File: src/rtl/calc1_pkg.sv
// Shared calc1 command/response codes and requester FSM state encoding.
package calc1_pkg;

    localparam logic [3:0] CMD_NOP = 4'd0;
    localparam logic [3:0] CMD_ADD = 4'd1;
    localparam logic [3:0] CMD_SUB = 4'd2;
    localparam logic [3:0] CMD_SHL = 4'd5;
    localparam logic [3:0] CMD_SHR = 4'd6;

    localparam logic [1:0] RESP_NONE   = 2'd0;
    localparam logic [1:0] RESP_OK     = 2'd1;
    localparam logic [1:0] RESP_ERR    = 2'd2;
    localparam logic [1:0] RESP_UNUSED = 2'd3;

    typedef enum logic [2:0] {
        ST_IDLE  = 3'd0,
        ST_SEND1 = 3'd1,
        ST_SEND2 = 3'd2,
        ST_WAIT  = 3'd3,
        ST_DONE  = 3'd4
    } state_t;

endpackage

File: src/rtl/calc1_requester.sv
// Issues one calc1 operation (cmd+op1, then op2) and captures the response or a timeout.
// Latency: accept N, cmd on port N+1, op2 N+2, earliest capture at the end of N+3.
// Backpressure: result held until res_ready; op_ready only in IDLE, no bypass.
module calc1_requester
    import calc1_pkg::*;
#(
    parameter int TIMEOUT_CYCLES = 64,
    parameter int CNT_W          = 7
) (
    input  logic        c_clk,
    input  logic        reset,
    input  logic        op_valid,
    output logic        op_ready,
    input  logic [3:0]  op_cmd,
    input  logic [31:0] op_data1,
    input  logic [31:0] op_data2,
    output logic [3:0]  req_cmd_out,
    output logic [31:0] req_data_out,
    input  logic [1:0]  out_resp,
    input  logic [31:0] out_data,
    output logic        res_valid,
    input  logic        res_ready,
    output logic [1:0]  res_resp,
    output logic [31:0] res_data,
    output logic        res_timeout,
    output logic        spurious
);

    localparam logic [CNT_W-1:0] CNT_LAST = CNT_W'(TIMEOUT_CYCLES - 1);

    state_t           state;
    logic [3:0]       cmd_q;
    logic [31:0]      data1_q;
    logic [31:0]      data2_q;
    logic [CNT_W-1:0] wait_cnt;

    always_ff @(posedge c_clk or negedge reset) begin
        if (!reset) begin
            state       <= ST_IDLE;
            cmd_q       <= '0;
            data1_q     <= '0;
            data2_q     <= '0;
            wait_cnt    <= '0;
            res_resp    <= RESP_NONE;
            res_data    <= '0;
            res_timeout <= 1'b0;
            spurious    <= 1'b0;
        end else begin
            // Responses outside WAIT (including late replies to an abandoned op) are only flagged.
            if (out_resp != RESP_NONE && state != ST_WAIT) begin
                spurious <= 1'b1;
            end
            case (state)
                ST_IDLE: begin
                    if (op_valid) begin
                        cmd_q   <= op_cmd;
                        data1_q <= op_data1;
                        data2_q <= op_data2;
                        state   <= ST_SEND1;
                    end
                end
                ST_SEND1: state <= ST_SEND2;
                ST_SEND2: begin
                    wait_cnt <= '0;
                    state    <= ST_WAIT;
                end
                ST_WAIT: begin
                    // A response in the final wait cycle beats the timeout.
                    if (out_resp != RESP_NONE) begin
                        res_resp    <= out_resp;
                        res_data    <= out_data;
                        res_timeout <= 1'b0;
                        state       <= ST_DONE;
                    end else if (wait_cnt == CNT_LAST) begin
                        res_resp    <= RESP_NONE;
                        res_data    <= '0;
                        res_timeout <= 1'b1;
                        state       <= ST_DONE;
                    end else begin
                        wait_cnt <= wait_cnt + CNT_W'(1);
                    end
                end
                ST_DONE: begin
                    if (res_ready) begin
                        state <= ST_IDLE;
                    end
                end
                default: state <= ST_IDLE;
            endcase
        end
    end

    always_comb begin
        req_cmd_out  = CMD_NOP;
        req_data_out = '0;
        case (state)
            ST_SEND1: begin
                req_cmd_out  = cmd_q;
                req_data_out = data1_q;
            end
            ST_SEND2: req_data_out = data2_q;
            default: ;
        endcase
    end

    assign op_ready  = (state == ST_IDLE);
    assign res_valid = (state == ST_DONE);

endmodule

File: config.mk
export PLATFORM = sky130hd
export DESIGN_NAME = calc1_requester
export DESIGN_NICKNAME = d
export VERILOG_FILES = /design/src/rtl/calc1_pkg.sv /design/src/rtl/calc1_requester.sv
export SDC_FILE = /design/constraint.sdc
export NUM_CORES = 1
export LEC_CHECK = 0
export BUFFER_PORTS_ARGS = -buffer_cell sky130_fd_sc_hd__buf_2
export CAP_MARGIN = 20
export CORE_ASPECT_RATIO = 0.9
export CORE_MARGIN = 4
export CORE_UTILIZATION = 50
export CTS_BUF_LIST = sky130_fd_sc_hd__clkbuf_8
export CTS_CLUSTER_DIAMETER = 50
export DETAILED_ROUTE_END_ITERATION = 7
export PLACE_DENSITY = 0.9
export RECOVER_POWER = 100
export SETUP_SLACK_MARGIN = 0.15
export SLEW_MARGIN = 20
export SYNTH_ARGS = -nofsm -noshare
export SYNTH_HDL_FRONTEND = slang
export SYNTH_SLANG_ARGS = --single-unit
File: constraint.sdc
create_clock -name c_clk -period 2.1 [get_ports c_clk]
set_input_delay 0 -clock c_clk [delete_from_list [all_inputs] [get_ports c_clk]]
set_output_delay 0 -clock c_clk [all_outputs]
set_load 0.005 [all_outputs]
Word level (Yosys, flattened, before mapping). Index checks and enable logic that the tools add are counted.

Input bits: 106. Output and inout bits: 74. Flip-flop bits (word level): 114.

Equal/unequal tests: 11. Reductions and logical operators: 9. Muxes and demuxes: 16. Add/subtract/negate cells: 1.

Operator list (number): 2-to-1 mux 32 bit (2); case mux 32 bit (2 select lines) (1); case mux 3 bit (5 select lines) (1); 2-to-1 mux 7 bit (2); case mux 7 bit (2 select lines) (1); 2-to-1 mux 3 bit (4); adder 7 x 1 -> 7 bit (second input constant) (1); == test 7 x 6 -> 1 bit (second input constant) (1); == test 3 x 2 -> 1 bit (second input constant) (2); inequality test 2 bit (second input constant) (3); AND reduction 3 bit (2); nonzero test 2 bit (3); 2-to-1 mux 2 bit (2); 2-to-1 mux 4 bit (1); AND reduction 2 bit (2); == test 3 x 1 -> 1 bit (second input constant) (1); == test 3 bit (second input constant) (1); zero test 3 bit (1); inequality test 3 x 2 -> 1 bit (second input constant) (1); inequality test 3 bit (second input constant) (1); 2-to-1 mux 1 bit (2); inequality test 2 x 1 -> 1 bit (second input constant) (1); logical AND 1 bit (1).

Depth between registers and ports, before layout. Gate-level depths: netlist of the first run.

Depth in word-level cells: 4. Gate-level depth with buffers: 8. Gate-level depth less buffers: 5.

Worst setup path after synthesis of the first run. Ideal clock, no wire load.

Path kind: register -> register. From: reg state[1]. To: reg data1_q[10]. Library setup time: 127 ps. Clock period less this slack: 1677 ps. Arrival: 1549 ps. Path slack: 423 ps. Data required time: 1973 ps. Cell stages (with the launch flop): 8. Path through: dfrtp_1 buf_2 nor3_2 and2_1 buf_2 buf_4 buf_6 mux2_1.

Cells in the longest elaborated chain, start to end: 2.

Ends and longest elaborated chain: start: declaration (RTL line calc1_requester.sv:31) `state_t state;`; start signal: assignment (RTL line calc1_requester.sv:39) `state <= ST_IDLE;`; start signal: assignment (RTL line calc1_requester.sv:59) `state <= ST_SEND1;`; start signal: assignment (RTL line calc1_requester.sv:62) `ST_SEND1: state <= ST_SEND2;`; zero test 3 bit; via op_ready (RTL line calc1_requester.sv:13) `output logic op_ready,`; AND reduction 2 bit (no line); end signal: assignment (RTL line calc1_requester.sv:57) `data1_q <= op_data1;`; end: declaration (RTL line calc1_requester.sv:33) `logic [31:0] data1_q;`.

The timed path passes the listed nets, and every way through them passes these cells. A chain may end at the register's enable or synchronous reset.

Final worst setup path of the first run.
From: reg state[2]. To: out req_data_out[9].

Cells in the longest elaborated chain, start to end: 2. Elaborated cells on any way between the ends: 3.

Ends and longest elaborated chain: == test 3 x 2 -> 1 bit or == test 3 x 1 -> 1 bit (tied branches) (RTL line calc1_requester.sv:96) `case (state)`; case mux 32 bit (2 select lines) * (RTL line calc1_requester.sv:96); end: declaration (RTL line calc1_requester.sv:18) `output logic [31:0] req_data_out,`.

Every way passes the cells marked *; elsewhere a longest branch is shown, timed or not.

==> metrics.md, run 1 <==
| Metric | Value |
|---|---|
| Clock Skews | `15.2 ps` |
| Latest clock arrival within the worst-skew pair | `420 ps` |
| Post-CTS Setup Repair Bufs | `0` |
| Area Growth Syn to Fin | `51.3%` |
| Initial Util | `51.7%` |
| Final core occ | `78.2%` |
| Die Height | `101 um` |
| CTS Root Buffer Type | `clkbuf_8` |
| Largest net degree at the start of global routing | `52` |
| Fill cell count | `542` |
| RSZ-0062 raised after global routing | `false` |
| Fin. max-slew vios | `0` |
| EDFF count, synth | `0` |
| Status | `finished, final reports clean` |
| Overflow after GRT | `0` |
| Synth top area cells | `dfrtp_1 (60%), mux2_1 (16%), a22o_1 (12%)` |
| Post-Syn Area | `4760 um^2` |
| Overall routing resource usage | `27.2%` |
| Peak supply drop | `626 uV` |
| Max-Slew Margin vs Limit | `36.2%` |
| Tcrit/Tclk final | `89.9%` |
| Total of max-cap violations | `0` |
| Dominant cell type by area after synthesis | `dfrtp_1` |
| Synthesized area per cell | `14.1 um^2` |
| Critical Path Fanout Max | `10` |
| Layout cells sized above 1 | `28.6%` |
| Total clock sinks | `114` |
| Min Tclk post-route | `1890 ps` |
| Slew @ Worst Pin | `957 ps` |
| Critical path type | `reg2out` |
| CP Launch Type | `register` |
| Fmax | `530 MHz` |
| Min-delay worst type | `in2async` |
| Vias post-DR | `4134` |
| RR Startpoint | `state[1]` |
| Core Region | `9210 um^2` |
| Core Rows | `33` |
| Pwr/cell area | `1370 nW/um^2` |
| Post-synth ARST share | `100%` |
| Arrival time worst endpoint | `1890 ps` |
| IO Pins | `180` |
| Chip Width | `111 um` |
| Crit path launch | `state[2]` |
| Detailed placer's ending HPWL | `8130 um` |
| Routed len/inst | `18.9 um` |
| First-pass GRT wire length | `23800 um` |
| Ys flop type | `dfrtp_1` |
| Ant diodes | `0` |
| Die Area | `11100 um^2` |
| Setup_tns | `0 ps` |
| Netlist cell types | `36` |
| Final nets | `733` |
| Final hold slack | `282 ps` |
| Vias per cell | `5.43` |
| Leak | `3.42 nW` |
| Commonest cells post-synth | `dfrtp_1 (114), mux2_1 (68), a22o_1 (66)` |
| Reg clk slew, reported paths | `80 ps` |
| Ys Warns | `0` |
| Register area share after synthesis | `59.9%` |
| Initial antenna violation count | `0` |
| Drt initial violations | `315` |
| Synth Register Bits | `114` |
| Most instantiated library cell after synthesis | `dfrtp_1` |
| Fin. Hold Viols | `0` |
| CTS Buf Count | `17` |
| CTS Buffer Depth | `2` |
| Post-route ant nets | `0` |
| DRC viols | `0` |
| CTS H-tree depth | `4` |
| Post-synth top area share | `59.9%` |
| Vias in the first global route | `4477` |
| Crit. End Element | `output port` |
| Worst endpoint required time | `2100 ps` |
| Setup violators final | `0` |
| PortBufs | `179` |
| Synth Instances | `338` |
| RD Place Congestion | `0.850` |
| CTS tree | `built` |
| Syn_nets | `445` |
| DRT Pass-1 Iters | `5` |
| Total wire length | `14400 um` |
-- worst max-delay path: stages (launching register included) --
cell and delay, ps:
dfrtp_1 400, buf_4 180, nand2b_4 200, nor2_4 140
clkbuf_2 260, a22o_1 160, clkbuf_1 140
-- layer usage --
| metal | GRT usage [%] | wire [um] |
|---|---|---|
| met5 | 0 | 0 |
| met4 | 9.09 | 297 |
| met3 | 9.00 | 1260 |
| met2 | 45.2 | 6930 |
| met1 | 34.1 | 5870 |
-- stage by stage --
stage | power, mW | instances | worst slack (ps) | area, um^2
floorplan | 5.95 | 338 | 423 | 4760
global placement | 7.14 | 624 | 349 | 5760
detailed placement | 7.35 | 624 | 267 | 5760
CTS | 9.78 | 761 | 163 | 7270
global route | 10.4 | 761 | 83.8 | 7200
finish | 9.83 | 761 | 213 | 7200
-- flip-flops by register name, summed over array words and instances (netlist names) --
name and flops:
wait_cnt 7, res_timeout 1, res_data 32, data2_q 32, res_resp 2, cmd_q 4
spurious 1, state 3, data1_q 32
-- power by group --
group	internal [mW]	switching, mW	total [mW]
logic	1.93	1.81	3.74
registers	3.23	0.650	3.88
clock network	1.32	0.886	2.21
-- layout by cell type (no fill, tap or decap), types with 2 or more instances in the layout --
| cell type | instances |
|---|---|
| clkbuf_1 | 45 |
| inv_1 | 3 |
| clkinv_2 | 4 |
| nand2_1 | 8 |
| and2_4 | 2 |
| buf_4 | 6 |
| nor3_1 | 5 |
| clkbuf_2 | 3 |
| mux2_1 | 68 |
| bufinv_16 | 4 |
| a22o_1 | 66 |
| o211ai_1 | 2 |
| nand3_1 | 5 |
| buf_12 | 2 |
| nor2_1 | 4 |
| clkbuf_8 | 18 |
| a21oi_1 | 5 |
| nor4_1 | 2 |
| clkinv_4 | 4 |
| and2_1 | 2 |
| buf_2 | 133 |
| o21bai_1 | 2 |
| dlygate4sd3_1 | 105 |
| dfrtp_1 | 114 |
| o21ai_0 | 4 |
| and2_0 | 2 |
-- kinds of logic after synthesis --
group / share of synthesized area, %
buf+inv: 3.84
flops: 59.9
compound gates: 14.8
simple gates: 5.07
fa+ha+maj: 0.263
mux: 16.1
-- timing repair --
item,in CTS,in global routing
setup endpoints to repair,32,56
resized for setup,5,4
hold buffers,105,0
hold endpoints to repair,181,0
cloned,0,0
-- worst paths after layout --
kind                       slack, ps  depth (start not counted)               to
min                              280                          2      data1_q[26]
max reg2reg                      210                          4      data1_q[26]
min reg2reg                      490                          1      data1_q[17]
max in group asynchronous        520                          3      res_data[6]
max                              210                          6  req_data_out[9]
min in group c_clk               310                          3         state[2]
-- cell type report --
type                       count  area [um^2]  share of cell area (%)
clock buffer                  18          248                    3.44
clock inverter                14          188                    2.61
inverter                       2         7.51                   0.104
multi-input combinational    195         1740                    24.2
sequential                   114         2850                    39.6
tap                          122          153                    2.12
timing repair buffer         296         2010                    27.9
Note: power is estimated with default switching activity, not from simulation.
==> run 2, diff against run 1 <==
- CORE_MARGIN: 4 -> 10
- PLACE_DENSITY: 0.9 -> 0.81
==> run 2 against run 1 <==
Sequential cell count stayed put. Non-clock buffer count unchanged. Register-to-register slack better by 20 ps. Die area rose by 24%. Worst hold slack improved by 21 ps. Routed wire length rose by 4.3%. Core utilization down 0.57 points. Global-route usage down 5.3 points. Design area decreased by 0.73%. Cell count up 0.39%. Largest power group unchanged.
==> metrics.md, run 2 (same netlist as run 1, synthesis figures left out) <==
| Metric | Value |
|---|---|
| Status | `finished, final reports clean` |
| Core Region | `9210 um^2` |
| Latest clock arrival within the worst-skew pair | `410 ps` |
| PortBufs | `179` |
| CTS Buf Count | `17` |
| Die Area | `13800 um^2` |
| CP Cell Sequence | `nand2b_4, nor2_1, buf_12, a22o_1, buf_2` |
| CTS tree | `built` |
| DRT Pass-1 Iters | `4` |
| Min-delay worst type | `in2reg` |
| Seq pwr share | `40.6%` |
| Drt initial violations | `301` |
| Tcrit/Tclk final | `90.5%` |
| Overflow after GRT | `0` |
| Core Rows | `33` |
| Post-CTS Setup Repair Bufs | `0` |
| Reg clk slew, reported paths | `70 ps` |
| First-pass GRT wire length | `24300 um` |
| Clock Skews | `8.88 ps` |
| Net Switching | `3.27 mW` |
| Setup WS pre-CTS | `338 ps` |
| Detailed placer's ending HPWL | `8990 um` |
| Leak | `3.36 nW` |
| Total of max-cap violations | `0` |
| RSZ-0062 raised after global routing | `false` |
| Crit. End Element | `output port` |
| Initial Util | `51.7%` |
| CTS Buffer Depth | `2` |
| Comb pwr share | `38.8%` |
| Sw Share | `34.5%` |
| Initial antenna violation count | `4` |
| Critical path type | `reg2out` |
| Layout cells sized above 1 | `27.1%` |
| Setup ws final | `199 ps` |
| Setup violators final | `0` |
| IO Pins | `180` |
| Min Tclk post-route | `1900 ps` |
| Fin. max-slew vios | `0` |
| Total clock sinks | `114` |
| Final nets | `733` |
| Routed len/inst | `19.6 um` |
| Slew @ Worst Pin | `988 ps` |
| Post-route ant nets | `0` |
| Die Height | `113 um` |
| Commonest non-fill, non-tap cells in the layout | `buf_2 (127), dfrtp_1 (113), dlygate4sd3_1 (105)` |
| RD Place Congestion | `0.830` |
| Fin. Hold Viols | `0` |
| Clock power frac | `20.6%` |
| Cell family with most CP delay | `flip-flops` |
| Area Growth Syn to Fin | `50.2%` |
| Peak supply drop | `703 uV` |
| Pwr/cell area | `1330 nW/um^2` |
| CTS Root Buffer Type | `clkbuf_8` |
| Largest stage delay, worst path | `550 ps` |
| Final core occ | `77.6%` |
| Max-Slew Margin vs Limit | `34.1%` |
| Total wire length | `15000 um` |
| Vias per cell | `5.31` |
| CP Launch Type | `register` |
| Slowest CP cell | `dfrtp_1` |
| CTS H-tree depth | `4` |
| Overall routing resource usage | `22.0%` |
| Cell-internal power | `6.23 mW` |
| Buf/Inv on CP | `2` |
| Final Power | `9.50 mW` |
| Largest net degree at the start of global routing | `61` |
| Arrival time worst endpoint | `1900 ps` |
| Setup_tns | `0 ps` |
| Vias in the first global route | `4599` |
| Worst endpoint required time | `2100 ps` |
| Chip Width | `123 um` |
| Biggest regs | `data1_q: 32 flops, data2_q: 32 flops, res_data: 32 flops` |
| Fmax | `526 MHz` |
| Vias post-DR | `4055` |
| DRC viols | `0` |
| Critical Path Fanout Max | `32` |
| Commonest non-fill, non-tap cell in the layout | `buf_2` |
run 2: cell count changes in the layout (fill, tap and decap cells not counted), sizes merged:
cell	before	now
bufinv	4	2
clkinvlp	0	4
clkinv	8	4
clkbuf	67	75
buf	142	135
diode	0	4
run 2: final cells by class:
type	instances	area, um^2
Multi-Input combinational cell	195	1740
Clock buffer	19	262
Inverter	2	7.51
Tap cell	122	153
Timing Repair Buffer	296	2010
Fill cell	575	2060
Antenna cell	4	10.0
Sequential cell	114	2850
Clock inverter	12	118
run 2: power by group through the flow:
stage               Combinational (mW)  Clock [mW]  Sequential [mW]
floorplan                         2.27           0             3.68
CTS                               3.78        2.01             3.81
detailed placement                3.61           0             3.82
global route                      4.05        2.11             3.99
global placement                  3.47           0             3.76
finish                            3.68        1.96             3.86
run 2: per-layer routing:
layer  part of all wire, %  track usage [%]  vias to the layer above
li1                      -                -                     1842
met3                   8.7             7.72                       28
met1                    40             25.9                     1999
met4                   2.1             8.79                        0
met5                     0                0                        -
met2                    49             35.7                      186
run 2: path summary, 6_finish.rpt:
path | startpoint | endpoint | slack, ps | cells after the start
max | state[1] | req_data_out[5] | 200 | 5
min | res_ready | state[2] | 300 | 3
max reg2reg | state[1] | res_data[29] | 230 | 5
min reg2reg | spurious | spurious | 490 | 1
max in group asynchronous | reset | data1_q[14] | 810 | 3
min in group asynchronous | reset | data1_q[30] | 330 | 2
run 2: repair_timing:
action                                  4_1_cts  5_1_grt
hold buffers                                105        0
endpoints found under the hold margin       159        0
resized for setup                             3        4
endpoints found under the setup margin       32       13
run 2: worst reg2reg max path, cell delays in order, from the launching register on:
cell and delay, ps:
dfrtp_1 550, nor2b_4 300, and2_4 220, and2b_1 120
clkbuf_4 360, a22o_1 240
run 2: stage by stage:
stage,hold slack (ps),std cells,area [um^2]
finish,303,764,7150
global route,313,764,7150
CTS,92.7,760,7210
detailed placement,4.26,624,5770
global placement,-7.94,624,5770
floorplan,-296,338,4760
